`src/rtl/instr_sequencer.sv`:
```
// Multi-cycle instruction sequencer: FETCH/DECODE/EXEC/MEM/WB stepping with
// per-stage datapath enables, run/step/halt debug control, a PC breakpoint
// and a wrapping retired-instruction counter.
module instr_sequencer #(
   parameter int MEM_LAT   = 1,   // cycles spent in MEM (1..15)
   parameter int CNT_WIDTH = 16   // retired-instruction counter width
) (
   input  logic                 CLK,
   input  logic                 RST,
   input  logic                 RUN,
   input  logic                 STEP,
   input  logic                 RESUME,
   input  logic                 HALT_REQ,
   input  logic                 BRK_EN,
   input  logic [7:0]           BRK_ADDR,
   input  logic [7:0]           PC,
   input  logic [1:0]           OPCODE,
   output logic                 IR_LOAD,
   output logic                 PC_EN,
   output logic                 REG_WE_EN,
   output logic                 MEM_RD_EN,
   output logic                 MEM_WE_EN,
   output logic                 INSTR_DONE,
   output logic                 BUSY,
   output logic                 HALTED,
   output logic [2:0]           STATE,
   output logic [CNT_WIDTH-1:0] INSTR_CNT
);

   typedef enum logic [2:0] {
      S_IDLE   = 3'd0,
      S_FETCH  = 3'd1,
      S_DECODE = 3'd2,
      S_EXEC   = 3'd3,
      S_MEM    = 3'd4,
      S_WB     = 3'd5,
      S_HALT   = 3'd6
   } state_t;

   localparam logic [1:0] OP_ADD   = 2'b00;
   localparam logic [1:0] OP_LOAD  = 2'b01;
   localparam logic [1:0] OP_STORE = 2'b10;
   localparam logic [3:0] MEM_LOAD = 4'(MEM_LAT - 1);

   state_t               state_reg, state_next;
   logic [1:0]           op_reg, op_next;
   logic                 step_reg, step_next;
   logic                 halt_reg, halt_next;
   logic                 brk_skip_reg, brk_skip_next;
   logic [3:0]           mem_cnt_reg, mem_cnt_next;
   logic [CNT_WIDTH-1:0] instr_cnt_reg;

   logic busy;
   logic brk_hit;
   logic is_mem_op;

   assign busy      = (state_reg == S_FETCH) || (state_reg == S_DECODE) ||
                      (state_reg == S_EXEC)  || (state_reg == S_MEM)    ||
                      (state_reg == S_WB);
   // brk_skip lets the instruction sitting on the breakpoint run once after
   // leaving HALT instead of re-trapping immediately.
   assign brk_hit   = BRK_EN && (PC == BRK_ADDR) && !brk_skip_reg;
   assign is_mem_op = (op_reg == OP_LOAD) || (op_reg == OP_STORE);

   // State and control-flag registers; reset aborts any instruction in flight.
   always_ff @(posedge CLK) begin
      if (RST) begin
         state_reg    <= S_IDLE;
         op_reg       <= 2'b00;
         step_reg     <= 1'b0;
         halt_reg     <= 1'b0;
         brk_skip_reg <= 1'b0;
         mem_cnt_reg  <= 4'd0;
      end else begin
         state_reg    <= state_next;
         op_reg       <= op_next;
         step_reg     <= step_next;
         halt_reg     <= halt_next;
         brk_skip_reg <= brk_skip_next;
         mem_cnt_reg  <= mem_cnt_next;
      end
   end

   // Retired-instruction counter, bumped on the WB edge and wrapping freely.
   always_ff @(posedge CLK) begin
      if (RST) begin
         instr_cnt_reg <= '0;
      end else if (state_reg == S_WB) begin
         instr_cnt_reg <= instr_cnt_reg + CNT_WIDTH'(1);
      end
   end

   // Next-state logic and debug-flag bookkeeping.
   always_comb begin
      state_next    = state_reg;
      op_next       = op_reg;
      step_next     = step_reg;
      brk_skip_next = brk_skip_reg;
      mem_cnt_next  = mem_cnt_reg;
      // A halt request during an instruction is remembered until the
      // instruction boundary; it never cuts the instruction short.
      halt_next     = halt_reg | (busy & HALT_REQ);

      case (state_reg)
         S_IDLE: begin
            if (HALT_REQ) begin
               state_next = S_HALT;
            end else if (STEP) begin
               state_next = S_FETCH;
               step_next  = 1'b1;
            end else if (RUN) begin
               state_next = S_FETCH;
            end
         end
         S_FETCH: begin
            if (brk_hit) begin
               state_next = S_HALT;
               step_next  = 1'b0;
               halt_next  = 1'b0;
            end else begin
               state_next    = S_DECODE;
               op_next       = OPCODE;
               brk_skip_next = 1'b0;
            end
         end
         S_DECODE: begin
            state_next = S_EXEC;
         end
         S_EXEC: begin
            if (is_mem_op) begin
               state_next   = S_MEM;
               mem_cnt_next = MEM_LOAD;
            end else begin
               state_next = S_WB;
            end
         end
         S_MEM: begin
            if (mem_cnt_reg == 4'd0) begin
               state_next = S_WB;
            end else begin
               mem_cnt_next = mem_cnt_reg - 4'd1;
            end
         end
         S_WB: begin
            // A request arriving in WB itself is honoured at this boundary too.
            if (halt_reg || HALT_REQ) begin
               state_next = S_HALT;
               halt_next  = 1'b0;
               step_next  = 1'b0;
            end else if (step_reg) begin
               state_next = S_IDLE;
               step_next  = 1'b0;
            end else if (RUN) begin
               state_next = S_FETCH;
            end else begin
               state_next = S_IDLE;
            end
         end
         S_HALT: begin
            if (HALT_REQ) begin
               state_next = S_HALT;
            end else if (STEP) begin
               state_next    = S_FETCH;
               step_next     = 1'b1;
               brk_skip_next = 1'b1;
            end else if (RESUME && RUN) begin
               state_next    = S_FETCH;
               brk_skip_next = 1'b1;
            end
         end
         default: begin
            state_next = S_IDLE;
         end
      endcase
   end

   // Stage enables and status flags decoded from registered state and op.
   always_comb begin
      IR_LOAD    = 1'b0;
      PC_EN      = 1'b0;
      REG_WE_EN  = 1'b0;
      MEM_RD_EN  = 1'b0;
      MEM_WE_EN  = 1'b0;
      INSTR_DONE = 1'b0;
      case (state_reg)
         S_FETCH: IR_LOAD = !brk_hit;
         S_MEM: begin
            MEM_RD_EN = (op_reg == OP_LOAD);
            // Single write strobe on the last MEM cycle.
            MEM_WE_EN = (op_reg == OP_STORE) && (mem_cnt_reg == 4'd0);
         end
         S_WB: begin
            PC_EN      = 1'b1;
            REG_WE_EN  = (op_reg == OP_ADD) || (op_reg == OP_LOAD);
            INSTR_DONE = 1'b1;
         end
         default: ;
      endcase
   end

   assign BUSY      = busy;
   assign HALTED    = (state_reg == S_HALT);
   assign STATE     = state_reg;
   assign INSTR_CNT = instr_cnt_reg;

endmodule

```
`config.mk`:
```
export PLATFORM = sky130hd
export DESIGN_NAME = instr_sequencer
export DESIGN_NICKNAME = d
export VERILOG_FILES = /design/src/rtl/instr_sequencer.sv
export SDC_FILE = /design/constraint.sdc
export NUM_CORES = 1
export LEC_CHECK = 0
export ABC_AREA = 1
export ABC_CLOCK_PERIOD_IN_PS = 1400
export CORE_MARGIN = 2
export CORE_UTILIZATION = 42
export DETAILED_ROUTE_END_ITERATION = 8
export GPL_TIMING_DRIVEN = 0
export PLACE_DENSITY = 0.84
export SKIP_CTS_REPAIR_TIMING = 1
export SYNTH_ARGS = -nofsm -noshare
export SYNTH_HDL_FRONTEND = slang
export SYNTH_SLANG_ARGS = --single-unit
```
`constraint.sdc`:
```
create_clock -name CLK -period 1.4 [get_ports CLK]
set_input_delay 0.14 -clock CLK [delete_from_list [all_inputs] [get_ports CLK]]
set_output_delay 0.14 -clock CLK [all_outputs]
set_load 0.1 [all_outputs]
```
# Word-level counts from Yosys, hierarchy flattened

Index checks and enable logic that the tools add are counted.

Reduce and logical (&&, ||, !) cells: 25
Multiplexer cells: 33
Bitwise logic cells: 3
Equality and inequality tests: 20
Add/subtract/negate cells: 2

Operator list:

| operator                                                               | count |
|---|---|
| 3-bit two-way mux                                                      | 9 |
| 3-bit case mux with 7 select lines                                     | 1 |
| 1-bit two-way mux                                                      | 17 |
| 16-bit by 1-bit adder with 16-bit output (second input constant)       | 1 |
| 2-bit != test (second input constant)                                  | 6 |
| 3-bit equality test (second input constant)                            | 3 |
| 8-bit equality test                                                    | 1 |
| 4-bit two-way mux                                                      | 2 |
| 4-bit case mux with 2 select lines                                     | 1 |
| 4-bit AND reduction                                                    | 2 |
| 1-bit logical OR                                                       | 7 |
| 3-bit by 2-bit equality test with 1-bit output (second input constant) | 2 |
| 3-bit AND reduction                                                    | 2 |
| 1-bit logical AND                                                      | 4 |
| 4-bit logical NOT                                                      | 1 |
| 2-bit by 1-bit != test with 1-bit output (second input constant)       | 2 |
| 4-bit by 3-bit != test with 1-bit output (second input constant)       | 1 |
| 4-bit != test (second input constant)                                  | 1 |
| 1-bit case mux with 2 select lines                                     | 2 |
| 2-bit nonzero test                                                     | 2 |
| 4-bit by 1-bit subtractor with 4-bit output (second input constant)    | 1 |
| 3-bit by 1-bit equality test with 1-bit output (second input constant) | 1 |
| 3-bit logical NOT                                                      | 1 |
| 3-bit by 2-bit != test with 1-bit output (second input constant)       | 1 |
| other kinds (11)                                                       | 12 |

Input bits: 25
Flip-flop bits (word level): 28

# Depth between registers and ports, before layout

Gate-level depths: netlist of the first run.

Depth in word-level cells: 9
Gate-level depth with buffers: 11
Depth with buffers taken out: 11

# Least setup slack after synthesis of the first run

Ideal clock, no wire load.

Kind: reg2out
Start point: register state_reg[2], in the netlist STATE[2]
End point: output port MEM_WE_EN
Required time: 1260 ps
Path buffers: 0
Stages on the path, launching flop included: 3
Setup slack: -2968 ps
Arrival: 4228 ps
Cell sequence: dfxtp_1 -> nand2_1 -> nor4_1

Longest elaborated chain between the ends: 2

Ends and longest elaborated chain:

| element                | RTL line | text |
|---|---|---|
| start, declared        | 45       | `state_t state_reg, state_next;` |
| start signal, assigned | 75       | `state_reg <= state_next;` |
| 3-bit equality test    | 185      | `case (state_reg)` |
| 1-bit two-way mux      | 185      |  |
| end, declared          | 22       | `output logic MEM_WE_EN,` |

No other way between the ends.

# Worst setup path in the final report of the first run

Start point: input port PC[6]
End point: output port IR_LOAD

Longest elaborated chain between the ends: 5

Ends and longest elaborated chain:

| element                         | RTL line | text |
|---|---|---|
| start, declared                 | 16       | `input logic [7:0] PC,` |
| 8-bit equality test             | 62       | `assign brk_hit = BRK_EN && (PC == BRK_ADDR) && !brk_skip_reg;` |
| 1-bit logical AND (2 in series) | 62       |  |
| 1-bit logical NOT               | 186      | `S_FETCH: IR_LOAD = !brk_hit;` |
| 1-bit two-way mux               | 185      |  |
| end, declared                   | 18       | `output logic IR_LOAD,` |

No other way between the ends.

==> results of run 1 <==
## per-layer routing
layer / track usage / up-vias / routed length [um]
li1: - / 946 / -
met1: 0.237 / 874 / 2080
met2: 0.348 / 51 / 2720
met3: 0.0220 / 5 / 193
met4: 0.0612 / 0 / 51
met5: 0 / - / 0
## Yosys cell counts (all sizes together)
| cell | number | share of area |
|---|---|---|
| nor3 | 6 | 0.021 |
| xor2 | 3 | 0.016 |
| nand2 | 59 | 0.14 |
| nor4 | 1 | 0.0037 |
| nand4 | 3 | 0.011 |
| nor2 | 44 | 0.13 |
| buf | 2 | 0.0090 |
| inv | 40 | 0.090 |
| clkbuf | 1 | 0.0022 |
| xnor2 | 2 | 0.010 |
| a211oi | 2 | 0.0090 |
| o21ai | 14 | 0.044 |
| dfxtp | 28 | 0.34 |
| o21a | 1 | 0.0045 |
| or2 | 3 | 0.011 |
| a31o | 1 | 0.0052 |
| ha | 6 | 0.045 |
| a21oi | 16 | 0.048 |
| and3 | 2 | 0.0075 |
| nand3 | 14 | 0.055 |
| a31oi | 1 | 0.0037 |
## power breakdown
| part | internal, mW | total [mW] | leakage, nW | switching, mW |
|---|---|---|---|---|
| Combinational | 1.09 | 3.07 | 0.965 | 1.98 |
| Clock | 0.312 | 0.575 | 0.0339 | 0.263 |
| Sequential | 0.943 | 1.09 | 0.238 | 0.150 |
| Total | 2.34 | 4.74 | 1.24 | 2.39 |
## tightest hold or removal path: stages, from the launching register on
cell     delay (ns)
dfxtp_2        0.34
nor2_2         0.07
nor2_1         0.05
## final cells by class
cell class              count  area, um2
inverters                  40        170
clock buffers               4       66.3
flip-flops and latches     28        603
multi-input cells         178       1140
fillers                   284        971
well taps                  48       60.1
repair buffers             74        709
plain buffers               3       22.5
## cells in the final DEF, fill, tap and decap left out, drive strengths merged
cell,Yosys,final
buf,2,33
a21oi,16,16
nand3,14,14
clkbuf,1,24
a31o,1,1
inv,40,38
xor2,3,3
clkdlybuf4s50,0,20
nand2,59,59
dlymetal6s2s,0,4
and3,2,2
o21ai,14,14
ha,6,6
clkinvlp,0,2
nor4,1,1
o21a,1,1
xnor2,2,2
nor2,44,44
a31oi,1,1
dfxtp,28,28
a211oi,2,2
nand4,3,3
or2,3,3
nor3,6,6
## logic make-up (layout without fill, tap and decap cells)
kind of cell / count (synthesis) / count (layout) / share of synthesized area
compound gates: 35 / 35 / 0.115
xor+xnor: 5 / 5 / 0.0262
fa+ha+maj: 6 / 6 / 0.0449
buf+inv: 43 / 121 / 0.101
flops: 28 / 28 / 0.335
simple gates: 132 / 132 / 0.378
## worst max-delay path by stage
stage | from | to | slack [ns] | cells past startpoint
2_1_floorplan | STATE[0] | MEM_WE_EN | -0.54 | 3
3_3_place_gp | PC[0] | IR_LOAD | -1.20 | 9
3_5_place_dp | PC[0] | IR_LOAD | -1.21 | 9
4_1_cts | STATE[0] | IR_LOAD | -1.32 | 7
5_1_grt | brk_skip_reg | IR_LOAD | -0.37 | 9
6_report | PC[6] | IR_LOAD | -0.32 | 11
## through the flow
stage	utilization	total power, mW	hold WS (ns)	TNS, ns
final	0.741	4.74	0.491	-2.88
after floorplan	-	2.85	0.284	-7.66
after global placement	0.628	3.26	0.448	-11.75
after CTS	0.646	3.89	0.490	-19.89
after detailed placement	0.628	3.31	0.469	-12.44
after global routing	0.741	4.94	0.505	-4.88
==> run metrics, run 1 <==
post-synthesis cell count 249; CTS tree built; all-layer global routing usage 0.193; core area 0.00374 mm2; Die ar. 0.00450 mm2; Pre-antenna DRT Iters 4; Final Max Slew Viols 0; mean post-synth cell area 6.71 um2; fin worst setup slack -0.317 ns; worst setup path category in -> out; cell mode on critical path nand2_1; Setup Viol. Count Final 29; Final min period 1.72 ns; Synth-to-Final Area Change 65.9%; Hold WC Path Type reg -> reg; slowest stage cell, crit path clkdlybuf4s50_1; leakage power 1.24 nW; vias per cell 5.00; hpwl dp 3.13 mm; DRT Wirelength 5.05 mm; Largest stage delay, worst path 0.49 ns; share of layout cells above drive strength 1 0.413; status finished with violations; PwrDens 1710 mW/mm2; Buffers & Inverters on Critical Path 4; n_diodes 0; Crit. End Element output pin; CTS Buffer Depth 2; Worst VDD drop 1.54 mV; largest net degree at the start of global routing 17; non-filler cells, final 375; Final Cycle Share 1.23; first-pass GRT wire length 6.74 mm; Reg2Reg Depth 8; Hold Crit Depth 2; #FFs+latches synth 28; Via Count 1876; Synth cell types 32; worst-skew pair later-pin latency 0.28 ns; # IOs 52; max FFs per register 16; initial antenna violation count 0; R2R Path Start STATE[0]; antenna viol nets, final 0; max-cap violations 0; Residual DRC 0; syn nets 280; Hold Fails Final Rpt 0; die height 67.1 um; Root Buffer clkbuf_8; pre-CTS setup slack -1.21 ns; Post-DP Area 0.00235 mm2; RD Place Congestion 0.879; drt initial violations 87; hold path endpoint op_reg[0]; RSZ-0062 raised after global routing yes; Worst Path Required 1.26 ns; Die X 67.1 um; placed insts 348; CTS H-tree lvls 1; yosys warns 0; Initial Util 0.447; reg2reg setup slack -0.23 ns; cell area after synthesis 0.00167 mm2; vias in the first global route 1567; CTS Buf Count 3; failing checks setup timing; Setup Skew 0.00976 ns; delay-heaviest family, CP buffers and inverters; Layout Nets 359; worst reg2reg endpoint INSTR_CNT[14]; startpoint types primary input; Port Buffers 51; maximum clock frequency 582 MHz; clock sink count 28; Worst Max-Slew Pin Slew 0.587 ns; GRT overflow 0; critical path fanouts, max 4; final instance area 0.00277 mm2; Arr. time, crit path 1.58 ns; Worst-path clk slew 0.09 ns; hold_sp op_reg[0]; Seq/Total Area, Yosys 0.335; crit path cell chain clkdlybuf4s50_1, inv_1, nand2_1, nand2_1, nor2_1, nand2_1, nor2_2, nand2_2, nand2_4, clkinvlp_4, buf_12; site row count 22; WL/cell 13.5 um; Relative slew margins 0.609
Note: power is estimated with default switching activity, not from simulation.
==> run 2: changes to the inputs <==
ABC_CLOCK_PERIOD_IN_PS = 1450   (was 1400)
clock period = 1.45 ns   (was 1.4 ns; I/O delays follow)
==> run 2 against run 1 <==
Compared with the run above: final cell count rose by 0.27%; clock power rose by 11%; highest routed layer unchanged; first-iteration DRC count rose by 20%; the run still ends with setup timing left; sequential power barely moved; combinational power barely moved; sequential cell count did not move; design area rose by 0.63%; global-route usage rose by 0.94 points; register-to-register slack barely moved.
==> run metrics, run 2 (synthesis gave the netlist of run 1 again) <==
Crit. End Element output pin (unchanged); Post-Route Utilization 0.745 (was 0.741); maximum clock frequency 577 MHz; Worst-path clk slew 0.10 ns (was 0.09 ns); non-filler cells, final 376 (was 375); status finished with violations (unchanged); placed insts 348 (unchanged); critical path fanouts, max 3 (was 4); Worst Path Required 1.31 ns (was 1.26 ns); Hold WC Path Type reg -> reg (unchanged); Hold Crit Depth 2 (unchanged); Port Buffers 51 (unchanged); leakage power 1.24 nW (about the same); fin worst setup slack -0.284 ns (was -0.317 ns); Initial Util 0.447 (unchanged); first-pass GRT wire length 7.11 mm (was 6.74 mm); RD Place Congestion 0.895 (was 0.879); Setup Viol. Count Final 19 (was 29); delay-heaviest family, CP buffers and inverters (unchanged); PwrDens 1720 mW/mm2 (was 1710 mW/mm2); Arr. time, crit path 1.59 ns (was 1.58 ns); drt initial violations 104 (was 87); CTS Buffer Depth 2 (unchanged); vias in the first global route 1662 (was 1567); Die X 67.1 um (unchanged); Hold Fails Final Rpt 0 (unchanged); Residual DRC 0 (unchanged); initial antenna violation count 0 (unchanged); Root Buffer clkbuf_8 (unchanged); GRT overflow 0 (unchanged); share of layout cells above drive strength 1 0.439 (was 0.413); WL/cell 14.2 um (was 13.5 um); Largest stage delay, worst path 0.50 ns (was 0.49 ns); Die ar. 0.00450 mm2 (unchanged); all-layer global routing usage 0.203 (was 0.193); site row count 22 (unchanged); hpwl dp 3.07 mm (was 3.13 mm); Final Max Slew Viols 0 (unchanged); Reg2Reg Depth 12 (was 8); most frequent cells in the layout nand2_1 (44), inv_1 (27), nor2_1 (27), buf_4 (21), clkdlybuf4s50_1 (20) (was nand2_1 (47), inv_1 (30), nor2_1 (28), clkdlybuf4s50_1 (20), clkbuf_2 (19)); clock sink count 28 (unchanged); Power Total 4.79 mW (was 4.74 mW); critical path depth 11 (unchanged); n_diodes 0 (unchanged); worst-skew pair later-pin latency 0.29 ns (was 0.28 ns); failing checks setup timing (unchanged); startpoint types primary input (unchanged); die height 67.1 um (unchanged); Setup Skew 0.00729 ns (was 0.00976 ns); Final min period 1.73 ns; Worst VDD drop 1.45 mV (was 1.54 mV); vias per cell 5.08 (was 5.00); Final Cycle Share 1.20; CTS Buf Count 3 (unchanged); antenna viol nets, final 0 (unchanged); core area 0.00374 mm2 (unchanged); worst setup path category in -> out (unchanged); Via Count 1911 (was 1876); largest net degree at the start of global routing 17 (unchanged); Buffers & Inverters on Critical Path 4 (unchanged); DRT Wirelength 5.34 mm (was 5.05 mm); Pre-antenna DRT Iters 4 (unchanged); cell mode on critical path nand2_1 (unchanged); CTS H-tree lvls 1 (unchanged); Layout Nets 360 (was 359); Relative slew margins 0.600 (was 0.609); CTS tree built (unchanged); most common cell after layout, fill and taps aside nand2_1 (unchanged); setup TNS -1.81 ns (was -2.88 ns); # IOs 52 (unchanged); max FFs per register 16 (unchanged); slowest stage cell, crit path clkdlybuf4s50_1 (unchanged); crit path cell chain clkdlybuf4s50_1, inv_1, nand2_1, nand2_1, nor2_1, nand2_1, nor2_2, nand2_2, nand2_4, clkinvlp_4, buf_12 (unchanged); Synth-to-Final Area Change 66.9% (was 65.9%); RSZ-0062 raised after global routing yes (unchanged); Worst Max-Slew Pin Slew 0.600 ns (was 0.587 ns); max-cap violations 0 (unchanged)
-- run 2: cell types whose count changed in the layout (fill, tap and decap cells not counted), moves of 3 or more --
| cell | previous run | this run |
|---|---|---|
| nand2_2 | 7 | 10 |
| buf_4 | 18 | 21 |
| inv_2 | 4 | 7 |
| nand2_1 | 47 | 44 |
| inv_1 | 30 | 27 |
| dfxtp_1 | 10 | 7 |
-- run 2: per-layer routing --
metal  GRT usage  vias up  part of all wire
li1            -      953                 -
met3      0.0186       13             0.042
met1       0.256      887              0.40
met4      0.0612        0             0.029
met2       0.360       58              0.53
met5           0        -                 0
-- run 2: worst reg2reg max path, stage by stage, from the launching register on --
cell and delay [ns]:
dfxtp_2 0.34, nor2_2 0.10, nand2_1 0.06, nor2_1 0.11, nand2_1 0.08, nor2_2 0.14, nand2_2 0.07, nand2_4 0.10
clkinvlp_4 0.11, buf_4 0.15, buf_4 0.15, nor2_4 0.10, nor2_1 0.05
-- run 2: layout make-up --
type,instances,area (um2)
Multi-Input combinational cell,178,1160
Timing Repair Buffer,75,701
Clock inverter,1,30.0
Inverter,40,168
Sequential cell,28,612
Buffer,3,22.5
Fill cell,267,953
Tap cell,48,60.1
Clock buffer,3,41.3
-- run 2: per-stage QoR --
stage	setup slack, ns	hold WS, ns	cell area (um2)
final	-0.284	0.494	2790
after global placement	-1.16	0.450	2350
after CTS	-1.28	0.474	2420
after global routing	-0.362	0.513	2790
after floorplan	-0.497	0.289	1780
after detailed placement	-1.18	0.459	2350
-- run 2: where the power goes --
| part | total (mW) | switching [mW] | leakage (nW) | internal (mW) |
|---|---|---|---|---|
| combinational | 3.07 | 1.93 | 0.961 | 1.14 |
| sequential | 1.08 | 0.156 | 0.240 | 0.922 |
| clock | 0.641 | 0.271 | 0.0357 | 0.370 |
| total | 4.79 | 2.36 | 1.24 | 2.43 |
-- run 2: final timing paths --
kind                                   start   endpoint  slack [ns]
worst max-delay path             BRK_ADDR[4]    IR_LOAD       -0.28
worst min-delay path                step_reg   step_reg        0.49
worst max register to register  brk_skip_reg  op_reg[0]       -0.22
worst min register to register      step_reg   step_reg        0.49
==> run 3: changes to the inputs <==
CORE_ASPECT_RATIO = 0.5   (was default)
CTS_CLUSTER_DIAMETER = 50   (was default)
==> run 3 against run 2 <==
Compared with the run above: the flow still finishes with violations (setup timing); sequential share of layout area is 0.36 points higher; global-route usage is 0.99 points lower; critical path depth is 2 lower; sequential power hardly changed; highest routed layer unchanged; fmax is 3.9% higher; sequential cell count stayed put; register-to-register slack better by 0.13 ns; core utilization is 4.4 points lower; combinational power is 4% lower; power is 2.4% lower; first-iteration DRC count is 31% lower.
==> run metrics, run 3 (synthesis gave the netlist of run 1 again) <==
antenna viol nets, final 0 (unchanged); RD Place Congestion 0.813 (was 0.895); crit path cell chain nor2_1, nand2_1, nor2_1, nand2_1, nor2_2, nand2_2, nand2_4, clkinvlp_4, buf_12 (was clkdlybuf4s50_1, inv_1, nand2_1, nand2_1, nor2_1, nand2_1, nor2_2, nand2_2, nand2_4, clkinvlp_4, buf_12); RSZ-0062 raised after global routing yes (unchanged); initial antenna violation count 0 (unchanged); fin worst setup slack -0.219 ns (was -0.284 ns); CTS Buffer Depth 2 (unchanged); Root Buffer clkbuf_8 (unchanged); Metal-1 WL 2.12 mm (was 2.13 mm); Final Cycle Share 1.15 (was 1.20); PwrDens 1720 mW/mm2 (about the same); Worst VDD drop 1.02 mV (was 1.45 mV); most common cell after layout, fill and taps aside nand2_1 (unchanged); Synth-to-Final Area Change 62.2% (was 66.9%); clock sink count 28 (unchanged); worst setup path category reg -> out (was in -> out); R2R Path Start STATE[0] (was brk_skip_reg); Crit. End Element output pin (unchanged); failing checks setup timing (unchanged); Die ar. 0.00453 mm2 (was 0.00450 mm2); max-cap violations 0 (unchanged); CTS H-tree lvls 1 (unchanged); share of layout cells above drive strength 1 0.396 (was 0.439); GRT overflow 0 (unchanged); Setup Skew 0.00370 ns (was 0.00729 ns); Relative slew margins 0.584 (was 0.600); met2 wire len 2.53 mm (was 2.84 mm); Hold Fails Final Rpt 0 (unchanged); Port Buffers 51 (unchanged); Top Metal Used met4 (unchanged); Die X 93.2 um (was 67.1 um); drt initial violations 72 (was 104); vias per cell 4.90 (was 5.08); n_diodes 0 (unchanged); Final min period 1.67 ns (was 1.73 ns); worst-skew pair later-pin latency 0.28 ns (was 0.29 ns); max FFs per register 16 (unchanged); Worst Path Required 1.31 ns (about the same); startpoint types register (was primary input); critical path fanouts, max 3 (unchanged); first-pass GRT wire length 7.02 mm (was 7.11 mm); Buffers & Inverters on Critical Path 2 (was 4); slowest stage cell, crit path dfxtp_2 (was clkdlybuf4s50_1); core area 0.00386 mm2 (was 0.00374 mm2); delay-heaviest family, CP simple AND/OR/NAND/NOR gates (was buffers and inverters); WL/cell 13.1 um (was 14.2 um); Post-DP Area 0.00236 mm2 (was 0.00235 mm2); Setup Viol. Count Final 15 (was 19); Largest stage delay, worst path 0.33 ns (was 0.50 ns); metal3 WL 203 um (was 222 um); Final Max Slew Viols 0 (unchanged); most frequent cells in the layout nand2_1 (47), nor2_1 (31), inv_1 (29), clkbuf_2 (19), buf_4 (17) (was nand2_1 (44), inv_1 (27), nor2_1 (27), buf_4 (21), clkdlybuf4s50_1 (20)); vias in the first global route 1724 (was 1662); largest net degree at the start of global routing 17 (unchanged); CP startpoint brk_skip_reg (was BRK_ADDR[4]); DRT Wirelength 4.93 mm (was 5.34 mm); Residual DRC 0 (unchanged); hold_sp step_reg (unchanged); Pre-antenna DRT Iters 6 (was 4); die height 48.6 um (was 67.1 um); leakage power 1.24 nW (about the same); setup TNS -1.05 ns (was -1.81 ns); Via Count 1846 (was 1911); Power Total 4.67 mW (was 4.79 mW); Worst Max-Slew Pin Slew 0.624 ns (was 0.600 ns); pre-CTS setup slack -1.20 ns (was -1.18 ns); Initial Util 0.433 (was 0.447); site row count 16 (was 22); CTS Buf Count 3 (unchanged); hpwl dp 3.22 mm (was 3.07 mm); status finished with violations (unchanged); # IOs 52 (unchanged); all-layer global routing usage 0.193 (was 0.203); Hold WC Path Type reg -> reg (unchanged); maximum clock frequency 599 MHz (was 577 MHz); CTS tree built (unchanged); final instance area 0.00271 mm2 (was 0.00279 mm2); Arr. time, crit path 1.52 ns (was 1.59 ns); Layout Nets 355 (was 360); Worst-path clk slew 0.10 ns (about the same); Fill cells 271 (was 267)
## run 3: changes by cell type in the layout (fill, tap and decap cells not counted), moves of 3 or more
cell,delta
nor2_1,+4
buf_4,-4
clkdlybuf4s50_1,-4
nand3_1,-3
nand2_1,+3
dlymetal6s2s_1,+4
nand2_2,-3
## run 3: stage by stage
| step | util | hold WS [ns] | std cells |
|---|---|---|---|
| detailed placement | 0.611 | 0.459 | 354 |
| global route | 0.702 | 0.515 | 377 |
| floorplan | - | 0.289 | 249 |
| global placement | 0.611 | 0.449 | 354 |
| CTS | 0.629 | 0.475 | 358 |
| finish | 0.702 | 0.476 | 377 |
## run 3: layout make-up
type | count | area [um2] | area share
inverter | 40 | 170 | 0.0628
clock inverter | 1 | 30.0 | 0.0111
clock buffer | 3 | 41.3 | 0.0152
timing repair buffer | 70 | 652 | 0.240
sequential | 28 | 604 | 0.223
tap | 54 | 67.6 | 0.0249
buffer | 3 | 22.5 | 0.00831
multi-input combinational | 178 | 1120 | 0.414
## run 3: final timing paths
check,to,slack (ns),depth (start not counted)
max,IR_LOAD,-0.22,9
min,step_reg,0.48,2
max reg2reg,INSTR_CNT[13],-0.09,9
min reg2reg,step_reg,0.48,2
## run 3: power by group
| part | switching (mW) | total [mW] | internal [mW] |
|---|---|---|---|
| combinational | 1.89 | 2.94 | 1.05 |
| sequential | 0.190 | 1.10 | 0.913 |
| clock | 0.257 | 0.628 | 0.370 |
| total | 2.34 | 4.67 | 2.33 |
## run 3: worst register-to-register path, cell delays in order (launching register included)
cell and delay (ns):
dfxtp_4 0.40, inv_4 0.04, nor2_4 0.18, nand2_8 0.13, nor2_8 0.14, nand3_4 0.09, nor2_4 0.20, nand2_1 0.08
o21ai_1 0.12, nor2_1 0.05
## run 3: per-layer routing
layer / up-vias / global-route usage
li1: 940 / -
met1: 856 / 0.204
met2: 41 / 0.367
met3: 9 / 0.0514
met4: 0 / 0.0711
met5: - / 0
